`config.mk`:
```
export PLATFORM = sky130hd
export DESIGN_NAME = tempo_note_sequencer
export DESIGN_NICKNAME = d
export VERILOG_FILES = /design/src/rtl/tempo_note_sequencer_pkg.sv /design/src/rtl/tempo_note_sequencer_input_stabilizer.sv /design/src/rtl/tempo_note_sequencer.sv
export SDC_FILE = /design/constraint.sdc
export NUM_CORES = 1
export LEC_CHECK = 0
export ABC_AREA = 1
export CAP_MARGIN = 0
export CORE_MARGIN = 2
export CORE_UTILIZATION = 49
export CTS_BUF_LIST = sky130_fd_sc_hd__clkbuf_16
export DETAILED_ROUTE_END_ITERATION = 10
export PLACE_DENSITY_LB_ADDON = 0.2
export RECOVER_POWER = 50
export SLEW_MARGIN = 20
export SYNTH_ARGS = -nofsm -noshare
export SYNTH_HDL_FRONTEND = slang
export SYNTH_SLANG_ARGS = --single-unit
```
`constraint.sdc`:
```
create_clock -name clock_in -period 3.8 [get_ports clock_in]
set_input_delay 0.38 -clock clock_in [delete_from_list [all_inputs] [get_ports clock_in]]
set_output_delay 0.38 -clock clock_in [all_outputs]
set_load 0.01 [all_outputs]
```
`src/rtl/tempo_note_sequencer_pkg.sv`:
```
// tempo_note_sequencer_pkg: shared states, widths and constants for the note sequencer
package tempo_note_sequencer_pkg;
  typedef enum logic [1:0] {IDLE, START, PLAY} state_t;
  localparam int NOTE_W = 4;
  localparam int REST_CODE = 0;
  localparam int PERIOD_BASE = 16;
  localparam int TEMPO_W = 3;
  localparam int VOLUME_W = 3;
  localparam int PERIOD_W = $clog2(PERIOD_BASE + 1);
endpackage

```
`src/rtl/tempo_note_sequencer_input_stabilizer.sv`:
```
// input_stabilizer: accepts a raw code only after it has held steady long enough
module input_stabilizer #(
  parameter int WIDTH = 3,
  parameter int STABLE_CYCLES = 1024
) (
  input  logic             clk,
  input  logic             rst,
  input  logic [WIDTH-1:0] raw,
  output logic [WIDTH-1:0] q
);
  localparam int CW = $clog2(STABLE_CYCLES + 1);
  logic [WIDTH-1:0] prev;
  logic [CW-1:0] cnt;
  always_ff @(posedge clk)
    if (rst) begin
      prev <= '0;
      cnt <= '0;
      q <= '0;
    end else begin
      prev <= raw;
      if (raw != prev) cnt <= '0;
      else if (cnt == CW'(STABLE_CYCLES - 1)) q <= raw;
      else cnt <= cnt + 1'b1;
    end
endmodule

```
`src/rtl/tempo_note_sequencer.sv`:
```
// tempo_note_sequencer: issues one pattern note per beat, beat period set by filtered tempo
module tempo_note_sequencer
  import tempo_note_sequencer_pkg::*;
#(
  parameter int NUM_STEPS = 8,
  parameter int STEP_W = 3,
  parameter int PERIOD_UNIT = 1562500,
  parameter int STABLE_CYCLES = 1024
) (
  input  logic                          clock_in,
  input  logic                          reset,
  input  logic                          run,
  input  logic [TEMPO_W-1:0]            tempo,
  input  logic [VOLUME_W-1:0]           volume,
  input  logic [NOTE_W*NUM_STEPS-1:0]   pattern,
  input  logic                          note_ready,
  output logic                          note_valid,
  output logic [NOTE_W-1:0]             note_code,
  output logic [VOLUME_W-1:0]           note_volume,
  output logic [STEP_W-1:0]             step,
  output logic                          beat,
  output logic                          overrun
);
  localparam int PRE_W = $clog2(PERIOD_UNIT + 1);
  state_t state, state_n;
  logic [TEMPO_W-1:0] tempo_q;
  logic [VOLUME_W-1:0] volume_q;
  logic [PRE_W-1:0] pre;
  logic [PERIOD_W-1:0] units, period;
  logic unit_end, terminal, load;
  logic [STEP_W-1:0] step_n;
  logic [NOTE_W-1:0] code_n;

  input_stabilizer #(.WIDTH(TEMPO_W), .STABLE_CYCLES(STABLE_CYCLES)) u_tempo (
    .clk(clock_in), .rst(reset), .raw(tempo), .q(tempo_q));
  input_stabilizer #(.WIDTH(VOLUME_W), .STABLE_CYCLES(STABLE_CYCLES)) u_volume (
    .clk(clock_in), .rst(reset), .raw(volume), .q(volume_q));

  assign unit_end = pre == PRE_W'(PERIOD_UNIT - 1);
  assign terminal = unit_end && units == period - 1'b1;

  always_comb begin
    state_n = state;
    if (state != IDLE && !run) state_n = IDLE;
    else if (state == IDLE && run) state_n = START;
    else if (state == START) state_n = PLAY;
    load = run && (state == START || (state == PLAY && terminal));
    step_n = (state == START) ? '0 : step + 1'b1;
    code_n = pattern[NOTE_W*step_n +: NOTE_W];
  end

  always_ff @(posedge clock_in) state <= reset ? IDLE : state_n;

  always_ff @(posedge clock_in)
    if (reset) begin
      pre <= '0;
      units <= '0;
      period <= '0;
      step <= '0;
      note_code <= '0;
      note_volume <= '0;
      note_valid <= 1'b0;
      beat <= 1'b0;
      overrun <= 1'b0;
    end else begin
      beat <= load;
      if (state != PLAY || !run || terminal) begin
        pre <= '0;
        units <= '0;
      end else if (unit_end) begin
        pre <= '0;
        units <= units + 1'b1;
      end else pre <= pre + 1'b1;
      // period is captured per beat so a tempo change never stretches the current beat
      if (load) begin
        period <= PERIOD_W'(PERIOD_BASE - int'(tempo_q));
        step <= step_n;
        note_code <= code_n;
        note_volume <= (code_n == NOTE_W'(REST_CODE)) ? '0 : volume_q;
      end
      note_valid <= (state != IDLE && !run) ? 1'b0 : load ? 1'b1 : note_valid && !note_ready;
      overrun <= (state == START && run) ? 1'b0 : (load && note_valid && !note_ready) ? 1'b1 : overrun;
    end
endmodule

```
==> impl_results.md, run 1 <==
* Fin crit period at 2.538 ns
* Syn Nets at 673
* Worst-margin pin slew at between 0.8 and 0.9 ns
* Worst Path Buf+Inv at 1
* RSZ-0062 raised after global routing: false
* Sequence of cells on the critical path: ha_1 -> nand2_1 -> nor2_1 -> nand3_1 -> nor2_4 -> nand3_1 -> nand2_1 -> inv_2 -> nor2_1 -> nor2_1
* Design Area, Final at a little over 0.005 mm²
* Final Max Slew Viols at 0
* Number of global-route vias before repair at ~3700
* Setup TNS at 0 ns
* Hold_buf cts at 0
* Worst skew pair latency at 0.33 ns
* # nets final at 729
* Port Buffers at between 50 and 60
* Crit Path Max Fanout at 19
* VDD IR max at 0.2735 mV
* Layout cell share with drive strength beyond 1 at 0.06725
* Largest area contributor in the netlist: dfxtp_1
* Ports at 55
* Top routing layer used: met4
* Startpoint Class: flop
* Syn-to-layout area delta at 19.76%
* Area of the core at around 0.0086 mm²
* Sequential area share after synthesis at 0.3725
* Leak at approximately 2.2 nW
* Antenna violations before repair at 0
* Max Cap Viol at 0
* Status: finished clean
* Fmax at roughly 400 MHz
* Synth top area share at 0.3725
* Initial drt markers at 139
* Initial Utilization at 0.5003
* Post-DRT Antenna Nets at 0
* Worst EP arrival at around 2.8 ns
* Hold EP: note_volume[0]
* Layout Skew at 0.009621 ns
* Flop2flop setup slack at approximately 1.3 ns
* Hold path cells at 2
* Synth top area cells: dfxtp_1 (37%), nand2_1 (11%), inv_1 (8.6%)
* Final clock period utilization by the worst path at 0.6680
* Hold_sp: u_volume.q[0]
* Worst-path clk slew at 0.07 ns
* First-pass GRT wire length at ~16 mm
* Hold_ws at approximately 0.46 ns
* Clock sinks at 80
* Critical Path Most Common Cell: nor2_1
* DP Wirelength at just over 7 mm
* Die width at 97.67 µm
* Syn Inst Count at about 620
* Synth cell types at 38
* Syn Area/Cell at 6.901 µm²
* Crit-path slowest cell: nand2_1
* Critical Path RT at roughly 4.0 ns
* Post-DR wirelength/cell at approximately 12 µm
* Hold Path Class: flop to flop
* Critical path class: flop to flop
* TritonCTS clock tree: done
* Crit-path max cell delay at between 0.5 and 0.6 ns
* Reg-to-Reg End: note_code[1]
* Grt total ovfl at 0
* Post-CTS sizing at 0
* Largest delay share family, worst path: simple AND/OR/NAND/NOR gates
* Cell Area, Synth at approximately 0.0043 mm²
* CTS max path bufs at 2
* Yosys reg bits at 80
* Total CTS buffers at 9
* Routed WL at 9.292 mm
* Vias/cell at approximately 5
* Setup Viol. Count Final at 0
* DR vias at roughly 4000
* RePlAce Congestion at a little over 0.9
* R2r startpoint: pre[0]
* WL met2 at between 4 and 5 mm
* 1st-pass router iterations at 4
* Total die area at 0.009539 mm²
* Chip Height at 97.67 µm
* Register-to-Register Path Depth at 10
* H-tree Lvls at 3
* Std cell rows at 34
* Worst setup EP type: flop
* DRC Markers at 0
* Root buf cell: clkbuf_16
* Routed metal-1 wire length at around 3.9 mm
* Placed Area at 0.004915 mm²
* Pin count of the biggest net entering global routing at 23
* Metal3 WL at 328 µm
* Final antenna diode count at 0
* PD cells at roughly 360 mW/mm²
* Slew headroom at 0.4450
* Post-CTS Setup Bufs at 0
* Global-route usage over all layers at 0.1988
* Final hold vios at 0
* Yosys Warn Count at 0
## cell usage after synthesis, drive strengths merged
cell,number
nor3,20
a211oi,1
nor4,1
a31oi,2
nand4,15
clkinv,1
inv,105
ha,8
xor2,10
nand3,55
nand2,130
clkbuf,2
a21oi,30
nand3b,9
nor3b,4
xnor2,22
nor2,85
buf,7
dfxtp,80
or2,8
and3,1
o21ai,27
## cell type report
type / count / area, µm²
Sequential cell: 80 / 1602
Clock buffer: 9 / 225.2
Multi-Input combinational cell: 428 / 2197
Tap cell: 108 / 135.1
Clock inverter: 7 / 51.30
Timing Repair Buffer: 54 / 540.5
Inverter: 106 / 397.9
Fill cell: 824 / 3445
## worst min-delay path: stages (launching register included)
cell	delay [ns]
dfxtp_1	0.31
nand2_1	0.06
a21oi_1	0.06
## cells in the final DEF, fill, tap and decap left out, types with 2 or more instances in the layout
cell type and n:
nand3_1 55, nor3_1 15, nor2_2 3, ha_1 8
nand2_2 4, dfxtp_1 80, clkbuf_16 9, nand2_1 125
xnor2_1 22, or2_2 7, nor3_2 4, nor3b_1 4
clkinv_1 2, a21oi_2 2, inv_6 3, dlygate4sd3_1 15
clkdlybuf4s50_1 39, nand3b_1 9, nand4_1 15, o21ai_0 26
inv_2 7, xor2_1 10, a21oi_1 28, nor2_1 81
a31oi_1 2, inv_1 98
## state kept, by name, summed over array words and instances, names as in the netlist
register       count
beat               1
note_code          4
note_valid         1
note_volume        3
overrun            1
period             5
pre               21
state              2
step               3
u_tempo.cnt       11
u_tempo.prev       3
u_tempo.q          3
u_volume.cnt      11
u_volume.prev      3
u_volume.q         3
units              5
## worst max path at each step
stage	startpoint	end	slack, ns	cells after the start
2_1_floorplan	period[0]	note_code[0]	2.10	12
3_3_place_gp	reset	pre[13]	1.43	4
3_5_place_dp	reset	pre[14]	1.39	4
4_1_cts	period[0]	pre[15]	1.59	9
5_1_grt	period[0]	period[3]	0.98	11
6_report	pre[0]	note_code[1]	1.26	10
## metal layers
metal	track usage	up-vias
li1	-	2076
met1	0.2271	1820
met2	0.3655	82
met3	0.03309	16
met4	0.08013	0
met5	0	-
## report_power, final
group	total, W	switching (W)	internal (W)
Clock	0.000798	0.000352	0.000447
Sequential	0.000863	0.0000102	0.000853
Combinational	0.000177	0.0000903	0.0000872
Total	0.00184	0.000452	0.00139
## through the flow
stage          worst slack [ns]   power, W  utilization  instances
2_1_floorplan             2.102  0.0009901            -        623
3_3_place_gp              1.428   0.001061       0.5719        776
3_5_place_dp              1.389   0.001064       0.5719        776
4_1_cts                   1.589   0.001867       0.6041        792
5_1_grt                  0.9809   0.001920       0.5992        792
6_report                  1.262   0.001839       0.5992        792
## cell families (layout without fill, tap and decap cells)
logic type,count (synthesis),after routing,synth area share
AO/OA/AOI/OAI,60,60,0.07451
flip-flops,80,80,0.3725
adder cells (fa/ha/maj),8,8,0.02328
AND/OR/NAND/NOR,328,328,0.3580
XOR/XNOR,32,32,0.06519
buffers and inverters,115,176,0.1065
No activity file was read; power rests on OpenSTA's default activity.
==> inputs of run 2 (changes only) <==
- clock period: 3.8 -> 2.2 ns (I/O delays scaled with it)
==> impl_results.md, run 2 (synthesis results as in run 1) <==
* Worst setup EP type: flop
* Final hold vios at 0 (unchanged)
* Total CTS buffers at 9 (unchanged)
* Ports at 55 (unchanged)
* Clock sinks at 80 (unchanged)
* 1st-pass router iterations at 5 (+1)
* # nets final at 734 (+0.69%)
* Worst-path clk slew at 0.06 ns (about the same)
* Status: finished clean
* Max Cap Viol at 0 (unchanged)
* Routed WL at 9.104 mm (-2.0%)
* Hold_buf cts at 0 (unchanged)
* Final-layout fill cell count at 777 (-5.7%)
* Flop2flop setup slack at 0.24 ns (-1.02 ns)
* Register-to-Register Path Depth at 11 (+1)
* DRC Markers at 0 (unchanged)
* Hold_sp: u_tempo.cnt[9]
* Total die area at 0.009539 mm² (unchanged)
* Biggest regs: pre: 21 flops, u_tempo.cnt: 11 flops, u_volume.cnt: 11 flops
* CTS max path bufs at 2 (unchanged)
* Crit Path Max Fanout at 19 (unchanged)
* Final setup margin at 0.2444 ns (-1.017 ns)
* Sequence of cells on the critical path: inv_1 -> ha_1 -> xnor2_1 -> nor2_1 -> nand3_1 -> nor2_2 -> nand3_4 -> nand2_4 -> inv_2 -> nor2_1 -> nor2_1
* Critical Path Most Common Cell: nor2_1
* DR vias at 3957 (-0.93%)
* Power, Total at 0.003443 W (+87%)
* Startpoint Class: flop
* Post-Place Worst Slack at 0.2640 ns (-1.124 ns)
* TritonCTS clock tree: done
* Setup TNS at 0 ns (unchanged)
* Biggest register: pre
* Std cell rows at 34 (unchanged)
* Largest register FFs at 21 (unchanged)
* Leak at 2.246 nW (+1.9%)
* Layout Skew at 0.01098 ns (+0.001358 ns)
* Hold EP: u_tempo.cnt[10]
* Most common cell after layout, fill and taps aside: nand2_1
* Cells after DPL at 781 (+0.64%)
* Port Buffers at 54 (unchanged)
* Post-CTS sizing at 0 (unchanged)
* Worst EP arrival at 2.18 ns (-0.58 ns)
* R2r startpoint: period[0]
* Grt total ovfl at 0 (unchanged)
* Initial Utilization at 0.5003 (unchanged)
* Hold Path Class: flop to flop
* Post-DRT Antenna Nets at 0 (unchanged)
* PD cells at 653.8 mW/mm² (+83%)
* Pin count of the biggest net entering global routing at 23 (unchanged)
* Layout cell share with drive strength beyond 1 at 0.08128 (+0.01403)
* Final antenna diode count at 0 (unchanged)
* First-pass GRT wire length at 15.54 mm (-2.0%)
* Critical path class: flop to flop
* Vias/cell at 4.965 (-1.5%)
* Antenna violations before repair at 0 (unchanged)
* Chip Height at 97.67 µm (unchanged)
* Fmax at 511.3 MHz (+30%)
* Die width at 97.67 µm (unchanged)
* Crit-path max cell delay at 0.37 ns (-0.21 ns)
* Crit-path slowest cell: dfxtp_1
* Initial drt markers at 128 (-7.9%)
* Hold_ws at 0.4634 ns (+0.003569 ns)
* Post-CTS Setup Bufs at 0 (unchanged)
* Final clock period utilization by the worst path at 0.8889 (+0.2209)
* Critical Path RT at 2.43 ns (-1.59 ns)
* Worst skew pair latency at 0.34 ns (about the same)
* Slew headroom at 0.6334 (+0.1884)
* Worst-margin pin slew at 0.5493 ns (-0.2807 ns)
* Hold path cells at 1 (-1)
* Final Max Slew Viols at 0 (unchanged)
* Area of the core at 0.008593 mm² (unchanged)
* Root buf cell: clkbuf_16
* Most frequent cells in the layout: nand2_1 (124), inv_1 (98), dfxtp_1 (80)
* DP Wirelength at 6.965 mm (-1.3%)
* Syn-to-layout area delta at 22.50%
* RSZ-0062 raised after global routing: false
* Non-filler instance count after layout at 797 (+0.63%)
* Setup Viol. Count Final at 0 (unchanged)
* CP startpoint: period[0]
* Global-route usage over all layers at 0.1935 (-0.005306)
* Reg-to-Reg End: note_code[3]
* VDD IR max at 0.4856 mV (+78%)
* H-tree Lvls at 3 (unchanged)
* Number of global-route vias before repair at 3728 (+0.70%)
* Fin crit period at 1.956 ns (-0.5827 ns)
* Post-DR wirelength/cell at 11.42 µm (-2.6%)
* RePlAce Congestion at 0.8792 (-5.6%)
[run 2: worst max-delay path by stage]
stage,end,slack (ns),cells past startpoint
2_1_floorplan,note_code[0],0.50,12
3_3_place_gp,period[0],0.33,11
3_5_place_dp,period[1],0.26,10
4_1_cts,note_code[3],0.24,10
5_1_grt,note_code[3],0.002,10
6_report,note_code[3],0.24,11
[run 2: power breakdown]
group          leakage, nW  internal (W)  switching, W  total [W]
Combinational         1.44      0.000154      0.000159   0.000313
Clock                0.162       0.00101      0.000630    0.00164
Sequential           0.648       0.00147     0.0000184    0.00149
[run 2: critical path, delay by kind of cell (launching register included)]
family | cells | cell delay, ns
simple gates | 7 | 0.85
buf+inv | 2 | 0.20
xor+xnor | 1 | 0.12
fa+ha+maj | 1 | 0.30
flops | 1 | 0.37
[run 2: layer usage]
layer	vias up	routed length [µm]	track usage
li1	2094	-	-
met1	1778	4007	0.2197
met2	68	4642	0.3549
met3	17	302	0.04245
met4	0	151	0.06731
met5	-	0	0
[run 2: layout make-up]
class | count | area [µm²] | area share
Sequential cell | 80 | 1602 | 0.3041
Inverter | 106 | 397.9 | 0.07555
Multi-Input combinational cell | 428 | 2233 | 0.4241
Clock inverter | 7 | 102.6 | 0.01948
Timing Repair Buffer | 59 | 570.5 | 0.1083
Clock buffer | 9 | 225.2 | 0.04277
Tap cell | 108 | 135.1 | 0.02566
[run 2: metrics by stage]
| step | cell area [µm²] | util |
|---|---|---|
| final | 5266 | 0.6128 |
| after CTS | 5280 | 0.6144 |
| after detailed placement | 4952 | 0.5763 |
| after floorplan | 4299 | - |
| after global placement | 4952 | 0.5763 |
| after global routing | 5266 | 0.6128 |
==> inputs of run 3 (changes only) <==
- GPL_ROUTABILITY_DRIVEN: unset -> 0
==> results of run 3 <==
Final layout, timing and power as in run 2 (identical DEF).
